==> src/rtl/ring_counter_pkg.sv <==
// ring_counter_pkg
//   Shared constants and helpers for the one-hot ring counter.
//   DEF_WIDTH / DEF_SEED : default ring size and reset/correction seed.
//   ONEHOT_W             : width the one-hot checker works at. Callers
//                          zero-extend their vector to it, so WIDTH <= 64.
//   is_onehot(v)         : 1 when exactly one bit of v is set.
package ring_counter_pkg;

    localparam int DEF_WIDTH = 4;
    localparam int DEF_SEED  = 1;
    localparam int ONEHOT_W  = 64;

    function automatic logic is_onehot(input logic [ONEHOT_W-1:0] v);
        return $countones(v) == 1;
    endfunction

endpackage

==> src/rtl/ring_counter.sv <==
// ring_counter
//   One-hot ring counter used as a phase/slot sequencer. A single 1
//   circulates through WIDTH positions, one step per enabled clock.
//   Illegal states (zero or several bits set) fall back to SEED.
//
//   Ports
//     clock      : rising-edge system clock
//     reset      : asynchronous active-low reset (out=SEED, wrap=0)
//     en         : rotate this cycle
//     dir        : 0 = left (bit i -> i+1), 1 = right
//     load       : synchronous parallel load, highest priority
//     load_value : value to load; a non one-hot value loads SEED instead
//     out        : registered ring state
//     wrap       : registered pulse for the cycle after the 1 wraps
//     err        : (RING_COUNTER_ERR_EN only) one-cycle pulse when a
//                  correction fires or an illegal load_value is loaded
//
//   Build option: define RING_COUNTER_ERR_EN to add the err output.
module ring_counter
    import ring_counter_pkg::*;
#(
    parameter int               WIDTH = DEF_WIDTH,
    parameter logic [WIDTH-1:0] SEED  = WIDTH'(DEF_SEED)
) (
    input  logic             clock,
    input  logic             reset,
    input  logic             en,
    input  logic             dir,
    input  logic             load,
    input  logic [WIDTH-1:0] load_value,
    output logic [WIDTH-1:0] out,
`ifdef RING_COUNTER_ERR_EN
    output logic             err,
`endif
    output logic             wrap
);

    logic [WIDTH-1:0] out_q, out_d;
    logic             wrap_q, wrap_d;
    logic             load_ok, cur_ok;

`ifdef RING_COUNTER_ERR_EN
    logic             err_q, err_d;
`endif

    // One checker shared by the load path and the self-correction path.
    assign load_ok = is_onehot(ONEHOT_W'(load_value));
    assign cur_ok  = is_onehot(ONEHOT_W'(out_q));

    // Priority: load > correction > rotate > hold. wrap only survives one
    // cycle, so it defaults to 0 on every path that is not a wrapping rotate.
    always_comb begin
        out_d  = out_q;
        wrap_d = 1'b0;
`ifdef RING_COUNTER_ERR_EN
        err_d  = 1'b0;
`endif
        if (load) begin
            out_d = load_ok ? load_value : SEED;
`ifdef RING_COUNTER_ERR_EN
            err_d = ~load_ok;
`endif
        end else if (!cur_ok) begin
            out_d = SEED;
`ifdef RING_COUNTER_ERR_EN
            err_d = 1'b1;
`endif
        end else if (en) begin
            if (!dir) begin
                out_d  = {out_q[WIDTH-2:0], out_q[WIDTH-1]};
                wrap_d = out_q[WIDTH-1];
            end else begin
                out_d  = {out_q[0], out_q[WIDTH-1:1]};
                wrap_d = out_q[0];
            end
        end
    end

    always_ff @(posedge clock or negedge reset) begin
        if (!reset) begin
            out_q  <= SEED;
            wrap_q <= 1'b0;
`ifdef RING_COUNTER_ERR_EN
            err_q  <= 1'b0;
`endif
        end else begin
            out_q  <= out_d;
            wrap_q <= wrap_d;
`ifdef RING_COUNTER_ERR_EN
            err_q  <= err_d;
`endif
        end
    end

    assign out  = out_q;
    assign wrap = wrap_q;
`ifdef RING_COUNTER_ERR_EN
    assign err  = err_q;
`endif

endmodule

==> config.mk <==
export PLATFORM = sky130hd
export DESIGN_NAME = ring_counter
export DESIGN_NICKNAME = d
export VERILOG_FILES = /design/src/rtl/ring_counter_pkg.sv /design/src/rtl/ring_counter.sv
export SDC_FILE = /design/constraint.sdc
export NUM_CORES = 1
export LEC_CHECK = 0
export CAP_MARGIN = 25
export CELL_PAD_IN_SITES_DETAIL_PLACEMENT = 1
export CELL_PAD_IN_SITES_GLOBAL_PLACEMENT = 2
export CORE_MARGIN = 10
export CORE_UTILIZATION = 25
export DETAILED_ROUTE_END_ITERATION = 8
export PLACE_DENSITY = 0.71
export SKIP_LAST_GASP = 1
export SLEW_MARGIN = 5
export SYNTH_ARGS = -nofsm -noshare
export SYNTH_HDL_FRONTEND = slang
export SYNTH_SLANG_ARGS = --single-unit
export TNS_END_PERCENT = 100
==> constraint.sdc <==
create_clock -name clock -period 3.1 [get_ports clock]
set_input_delay 0.62 -clock clock [delete_from_list [all_inputs] [get_ports clock]]
set_output_delay 0.62 -clock clock [all_outputs]
set_load 0.02 [all_outputs]
==> impl_metrics.toml, run 1 <==
[cells_and_area]
area_growth_pct = 40.9
final_common_cell = "clkdlybuf4s50_1"
drive_gt1_frac = 0.117
final_net_count = 76
nFillCells = 187
final_util = 0.387
fin_cells = 76
final_cell_mix = "clkdlybuf4s50_1 (13), inv_1 (10), mux2i_1 (4), ha_1 (4), dfrtp_1 (4)"
antenna_cells = 0

[floorplanning]
floorplan.initialDensity = 0.274
rows = 14
die-area_um2 = 3770
fp.dieW_um = 61.4
core-area_um2 = 1560
num_io_pins = 14
die_h_um = 61.4

[global_routing]
grt_pass1_wl_mm = 1.59
grt_max_degree = 7
track_usage = 0.0566
grt_pass1_vias = 377
antenna_found_initial = 0
grt_overflow = 0

[clocking]
cts_setup_buffers = 0
hold_buffers = 0
numClockSinks = 5
cts-buffers-inserted = 3
tritoncts = "yes"
htreeDepth = 1
cts-resized-gates = 0
clockRootBuffer = "clkbuf_4"
clk_pin_slew_ps = 40
cts_buffer_depth = 2
clk_latency_ps = 230

[flow_run]
cap_violations = 0

[detailed_routing]
via_per_inst = 4.68
detail-route-antenna-nets = 0
drtIter0Drc = 9
drt_wl_total_um = 954
vias = 356
wl_per_cell_um = 12.6
route.detailed.drc = 0
drtPass1Iterations = 4

[min_path]
min_path_type = "flop to flop"

[sta]
drv_slew = 0
relSlewSlack = 0.809
tightest_slew_ps = 286
min_period_ps = 2810
fin_ws_ps = 286
final-setup-viol-count = 0
hold_viol = 0
finalCritPeriodShare = 0.908
clock.fmax_ghz = 0.355
clock_skew_ps = 3.89
tns_ps = 0
rsz0062_at_grt = "no"

[place]
io_buffer_count = 13
post-place-ws_ps = 236
gp_congestion = 0.685
dpl.hpwl_um = 835
place_inst = 72

[yosys]
synth_nets = 59
yosysSeqAreaShare = 0.295
yosys.area.top_type = "dfrtp_1"
netlist_instances = 44
yosysWarningCount = 0
syn_area_um2 = 428
synth_seq_cells = 5
synth_area_leaders = "dfrtp_1 (23%), ha_1 (12%), fa_1 (9.4%)"
synth.avg_cell_area_um2 = 9.73
synth_cell_types = 19
synth_top_area_frac = 0.234

[power_and_ir_drop]
p_leak_nw = 0.308
power_density_nw_per_um2 = 692
peakVddDrop_mv = 0.193
finalPower_w = 0.000417

[outcome]
run_status = "finished, final reports clean"

[worst_setup_path]
cp-start-kind = "flop"
critPathMaxFanout = 6
crit_type = "flop to flop"
end_kind = "flop"
required_ps = 3220
critPathArrivalTime_ps = 2930
==> through the flow <==
stage / hold WS [ps] / area (µm²)
2_1_floorplan: 324 / 428
3_3_place_gp: 593 / 577
3_5_place_dp: 597 / 577
4_1_cts: 603 / 603
5_1_grt: 602 / 603
6_report: 590 / 603
==> sequential cells by signal, summed over array words and instances (netlist names) <==
name	cells
out	4
wrap	1
==> critical path, stage by stage (launching register included) <==
cell and delay [ps]:
dfstp_2 560, inv_1 80, fa_1 540, inv_1 50
ha_1 170, ha_1 270, or4b_1 610, or2_4 290
a2bb2oi_1 130
==> kinds of logic after synthesis <==
kind of cell	count (synthesis)	synth area share
AOI/OAI and AO/OA	8	0.140
adders and majority gates	6	0.211
buffers and inverters	12	0.108
DFF	5	0.295
muxes	5	0.120
and+or+nand+nor	8	0.126
==> path summary, 6_finish.rpt <==
path / end / start / slack (ps) / cells past startpoint
setup / recovery: out[3] / out[0] / 290 / 8
max in group asynchronous: out[0] / reset / 2230 / 1
setup reg to reg: out[3] / out[0] / 290 / 8
hold reg to reg: out[0] / out[0] / 590 / 2
min in group asynchronous: wrap / reset / 610 / 1
hold / removal: out[0] / out[0] / 590 / 2
==> area by class of cell <==
cell class | instances | area [µm²] | area share
sequential | 5 | 126 | 0.210
timing repair buffer | 14 | 138 | 0.228
multi-input combinational | 27 | 255 | 0.423
inverter | 10 | 37.5 | 0.0622
clock buffer | 4 | 26.3 | 0.0436
tap | 16 | 20.0 | 0.0332
==> where the power goes <==
| part | total [W] | internal (W) | leakage, nW | switching (W) |
|---|---|---|---|---|
| Combinational | 0.000232 | 0.000123 | 0.229 | 0.000109 |
| Sequential | 0.000114 | 0.0000895 | 0.0641 | 0.0000243 |
| Clock | 0.0000716 | 0.0000484 | 0.0150 | 0.0000231 |
| Total | 0.000417 | 0.000261 | 0.308 | 0.000157 |
==> metal layers <==
layer	GRT usage	share of wire	up-vias
met4	0.0287	0	0
li1	-	-	180
met3	0.0288	0.064	0
met5	0	0	-
met2	0.0828	0.42	14
met1	0.0665	0.51	162
==> synthesized netlist by cell type, drive strengths merged <==
cell type / number
and2: 1
dfstp: 1
dfrtp: 4
a21o: 3
buf: 1
ha: 4
o22ai: 1
mux2: 1
nand2: 3
inv: 10
clkbuf: 1
nor3b: 1
a21oi: 1
mux2i: 4
a2bb2oi: 3
nor4bb: 1
or4b: 1
fa: 2
or2: 1
Power figures use the tool's default switching activity.
==> run 2, diff against run 1 <==
--- a/config.mk
+++ b/config.mk
@@ -8,8 +8,10 @@
 export CAP_MARGIN = 25
 export CELL_PAD_IN_SITES_DETAIL_PLACEMENT = 1
 export CELL_PAD_IN_SITES_GLOBAL_PLACEMENT = 2
+export CORE_ASPECT_RATIO = 0.9
 export CORE_MARGIN = 10
 export CORE_UTILIZATION = 25
+export CTS_CLUSTER_SIZE = 25
 export DETAILED_ROUTE_END_ITERATION = 8
 export PLACE_DENSITY = 0.71
 export SKIP_LAST_GASP = 1
==> run 2 against run 1 <==
Effect of this change: largest power group unchanged; global-route usage increased by 0.43 points; clock power increased by 3.9%; sequential power about the same; first-iteration DRC count decreased by 44%; utilization decreased by 1.4 points; clock skew about the same.
==> impl_metrics.toml, run 2 (synthesis gave the netlist of run 1 again) <==
[outcome]
run_status = "finished, final reports clean"

[clocking]
cts-buffers-inserted = 3
clk_latency_ps = 240
cts_setup_buffers = 0
clockRootBuffer = "clkbuf_4"
numClockSinks = 5
htreeDepth = 1
cts-resized-gates = 0
hold_buffers = 0
clk_pin_slew_ps = 40
cts_buffer_depth = 2
tritoncts = "yes"

[worst_setup_path]
rrSetupSlack_ps = 260
crit_family = "adder cells"
cp-start-kind = "flop"
worstReg2RegStart = "out[0]"
crit_path_top_delay_cell = "or4b_1"
cp_cell_sequence = "inv_1, fa_1, inv_1, ha_1, ha_1, or4b_1, or2_4, a2bb2oi_1"
required_ps = 3220
critPathArrivalTime_ps = 2960
cp_num_cells = 8
end_kind = "flop"
critPathMaxFanout = 6
critPathLaunch = "out[0]"
r2r-end = "out[3]"
worst-path-buf-inv = 2
slowest_delay_ps = 630
reg2reg_depth = 8
crit_type = "flop to flop"
crit_path_end = "out[3]"

[detailed_routing]
via_per_inst = 4.26
drtPass1Iterations = 4
wl_per_cell_um = 12.4
drtIter0Drc = 5
detail-route-antenna-nets = 0
drt_wl_total_mm = 1.04
vias = 358
route.detailed.drc = 0

[cells_and_area]
multiInputGateArea_um2 = 255
drive_gt1_frac = 0.117
antenna_cells = 0
register_area_um2 = 126
largest_reg_flops = 4
area_growth_pct = 43.3
final_common_cell = "clkdlybuf4s50_1"
nFillCells = 215
final_cell_mix = "clkdlybuf4s50_1 (13), inv_1 (10), mux2i_1 (4), ha_1 (4), dfrtp_1 (4)"
final_net_count = 76

[sta]
clock_skew_ps = 3.88
rsz0062_at_grt = "no"
tightest_slew_ps = 261
relSlewSlack = 0.826
fin_hold_ws_ps = 600
tns_ps = 0
finalCritPeriodShare = 0.917
hold_viol = 0
min_period_ps = 2840
clock.fmax_ghz = 0.352
final-setup-viol-count = 0
drv_slew = 0

[global_routing]
grt_pass1_vias = 408
grt_pass1_wl_mm = 1.86
antenna_found_initial = 0
grt_overflow = 0
grt_max_degree = 7
track_usage = 0.0609

[min_path]
min_path_type = "primary input to asynchronous set/reset pin"

[place]
dpl.hpwl_um = 908
io_buffer_count = 13
gp_congestion = 0.690

[floorplanning]
floorplan.initialDensity = 0.260
num_io_pins = 14
rows = 14
core-area_um2 = 1650
fp.dieW_um = 63.6
die_h_um = 59.3
die-area_um2 = 3770

[power_and_ir_drop]
p_leak_nw = 0.308
power_density_nw_per_um2 = 688
peakVddDrop_mv = 0.218

[flow_run]
cap_violations = 0
-- run 2: cell counts in the layout (fill, tap and decap cells not counted) --
No cell type changed its count.
-- run 2: through the flow --
| stage | power, W | util | instance area (µm²) | std cells | setup WS (ps) |
|---|---|---|---|---|---|
| 4_1_cts | 0.000434 | 0.372 | 613 | 84 | 230 |
| 3_5_place_dp | 0.000356 | 0.356 | 587 | 80 | 168 |
| 5_1_grt | 0.000470 | 0.372 | 613 | 84 | 105 |
| 3_3_place_gp | 0.000352 | 0.356 | 587 | 80 | 191 |
| 2_1_floorplan | 0.000271 | - | 428 | 44 | 327 |
| 6_report | 0.000422 | 0.372 | 613 | 84 | 258 |
-- run 2: worst register-to-register path, stage by stage, from the launching register on --
cell,delay (ps)
dfstp_2,570
inv_1,90
fa_1,540
inv_1,40
ha_1,170
ha_1,260
or4b_1,630
or2_4,300
a2bb2oi_1,140
-- run 2: power by group --
group / total, W / switching, W / internal [W]
clock network: 0.0000744 / 0.0000258 / 0.0000486
logic: 0.000233 / 0.000111 / 0.000122
registers: 0.000114 / 0.0000247 / 0.0000895
total: 0.000422 / 0.000162 / 0.000260
-- run 2: layer usage --
layer,wire [µm],global-route usage,up-vias
met5,0,0,-
met1,553,0.0764,167
met2,439,0.0903,9
met4,17,0.0467,0
met3,31,0.0113,2
li1,-,-,180
-- run 2: cell type report --
cell class,count,area share
timing repair buffer,14,0.224
tap,24,0.0490
clock buffer,4,0.0429
multi-input combinational,27,0.416
sequential,5,0.206
inverter,10,0.0612
-- run 2: worst min-delay path by stage --
| stage | startpoint | endpoint | slack [ps] | depth (start not counted) |
|---|---|---|---|---|
| 2_1_floorplan | reset | out[1] | 320 | 0 |
| 3_3_place_gp | out[0] | out[0] | 590 | 2 |
| 3_5_place_dp | out[0] | out[0] | 590 | 2 |
| 4_1_cts | out[0] | out[0] | 600 | 2 |
| 5_1_grt | reset | out[2] | 610 | 1 |
| 6_report | reset | out[2] | 600 | 1 |
==> run 3, diff against run 2 <==
--- a/config.mk
+++ b/config.mk
@@ -10,10 +10,11 @@
 export CELL_PAD_IN_SITES_GLOBAL_PLACEMENT = 2
 export CORE_ASPECT_RATIO = 0.9
 export CORE_MARGIN = 10
-export CORE_UTILIZATION = 25
+export CORE_UTILIZATION = 27
+export CTS_BUF_LIST = sky130_fd_sc_hd__clkbuf_4 sky130_fd_sc_hd__clkbuf_8
 export CTS_CLUSTER_SIZE = 25
 export DETAILED_ROUTE_END_ITERATION = 8
-export PLACE_DENSITY = 0.71
+export PLACE_DENSITY = 0.76
 export SKIP_LAST_GASP = 1
 export SLEW_MARGIN = 5
 export SYNTH_ARGS = -nofsm -noshare
==> run 3 against run 2 <==
Effect of this change: combinational power up 2%; worst hold slack got worse by 7.8 ps; die area decreased by 5.0%; via count rose by 2.2%; design area down 1.2%; sequential share of layout area up 0.26 points; non-clock buffer count stayed put; setup slack lost 25 ps; register-to-register slack lost 30 ps; critical endpoint is now out[1]; largest cell class unchanged; largest power group unchanged; highest routed layer unchanged.
==> impl_metrics.toml, run 3 (synthesis gave the netlist of run 1 again) <==
[sta]
relSlewSlack = 0.797
drv_slew = 0
fin_ws_ps = 233
final-setup-viol-count = 0
rsz0062_at_grt = "no"
finalCritPeriodShare = 0.925
tightest_slew_ps = 303
tns_ps = 0
clock.fmax_ghz = 0.349
clock_skew_ps = 5.58
min_period_ps = 2870
hold_viol = 0

[clocking]
cts_setup_buffers = 0
cts-resized-gates = 0
numClockSinks = 5
htreeDepth = 1
cts_buffer_depth = 2
cts-buffers-inserted = 3
clk_pin_slew_ps = 50
clockRootBuffer = "clkbuf_4"
clk_latency_ps = 250
hold_buffers = 0
tritoncts = "yes"

[place]
dpl.hpwl_um = 946
gp_congestion = 0.719
io_buffer_count = 13
post-place-ws_ps = 160
place_inst = 71

[floorplanning]
die_h_um = 57.8
rows = 13
floorplan.initialDensity = 0.292
core-area_um2 = 1460
num_io_pins = 14
die-area_um2 = 3580
fp.dieW_um = 62.0

[cells_and_area]
nFillCells = 171
largest_reg_flops = 4
fin_cells = 75
antenna_cells = 0
final_net_count = 76
final_cell_mix = "clkdlybuf4s50_1 (13), inv_1 (10)"
final_common_cell = "clkdlybuf4s50_1"
drive_gt1_frac = 0.133
final_util = 0.414
area_growth_pct = 41.5

[detailed_routing]
drtIter0Drc = 4
detail-route-antenna-nets = 0
drtPass1Iterations = 4
via_per_inst = 4.88
vias = 366
route.detailed.drc = 0
drt_wl_total_mm = 1.12
wl_per_cell_um = 14.9

[worst_setup_path]
crit_type = "flop to flop"
required_ps = 3230
end_kind = "flop"
critPathMaxFanout = 6
critPathArrivalTime_ps = 2990
cp-start-kind = "flop"

[min_path]
min_path_type = "primary input to asynchronous set/reset pin"

[global_routing]
grt_max_degree = 7
grt_pass1_wl_mm = 1.77
track_usage = 0.0678
grt_overflow = 0
antenna_found_initial = 0
grt_pass1_vias = 386

[power_and_ir_drop]
p_leak_nw = 0.311
finalPower_w = 0.000438
power_density_nw_per_um2 = 723
peakVddDrop_mv = 0.239

[outcome]
run_status = "finished, final reports clean"

[flow_run]
cap_violations = 0
run 3: changes by cell type in the layout (fill, tap and decap cells not counted):
cell / previous run / this run
clkbuf_1: 1 / 0
clkbuf_4: 3 / 4
run 3: final cells by class:
cell class,count,area (µm²),area share
Clock buffer,4,30.0,0.0496
Tap cell,15,18.8,0.0310
Sequential cell,5,126,0.209
Timing Repair Buffer,14,138,0.227
Multi-Input combinational cell,27,255,0.421
Inverter,10,37.5,0.0620
run 3: per-stage QoR:
step,hold WS (ps),area [µm²]
6_report,593,606
5_1_grt,602,606
4_1_cts,591,606
2_1_floorplan,324,428
3_5_place_dp,593,576
3_3_place_gp,600,576
run 3: path summary, 6_finish.rpt:
kind,from,endpoint,slack (ps),cells after the start
max reg2reg,out[0],out[1],230,8
min,reset,out[3],590,1
max in group asynchronous,reset,out[0],2250,1
max,out[0],out[1],230,8
min in group clock,out[0],out[0],600,2
min reg2reg,out[0],out[0],600,2
run 3: per-layer routing:
layer	global-route usage	part of all wire	up-vias	wire (µm)
li1	-	-	180	-
met1	0.0727	0.42	170	467
met2	0.104	0.47	12	521
met3	0.0218	0.083	4	93
met4	0.0573	0.030	0	34
met5	0	0	-	0
run 3: where the power goes:
part	internal, W	total [W]	switching, W
combinational	0.000122	0.000237	0.000115
clock	0.0000575	0.0000863	0.0000287
sequential	0.0000894	0.000115	0.0000251
total	0.000269	0.000438	0.000169
run 3: critical path, stage by stage (launching register included):
cell	delay (ps)
dfstp_2	560
inv_1	90
fa_1	530
inv_1	40
ha_1	170
ha_1	260
or4b_1	640
or2_4	310
a2bb2oi_1	140
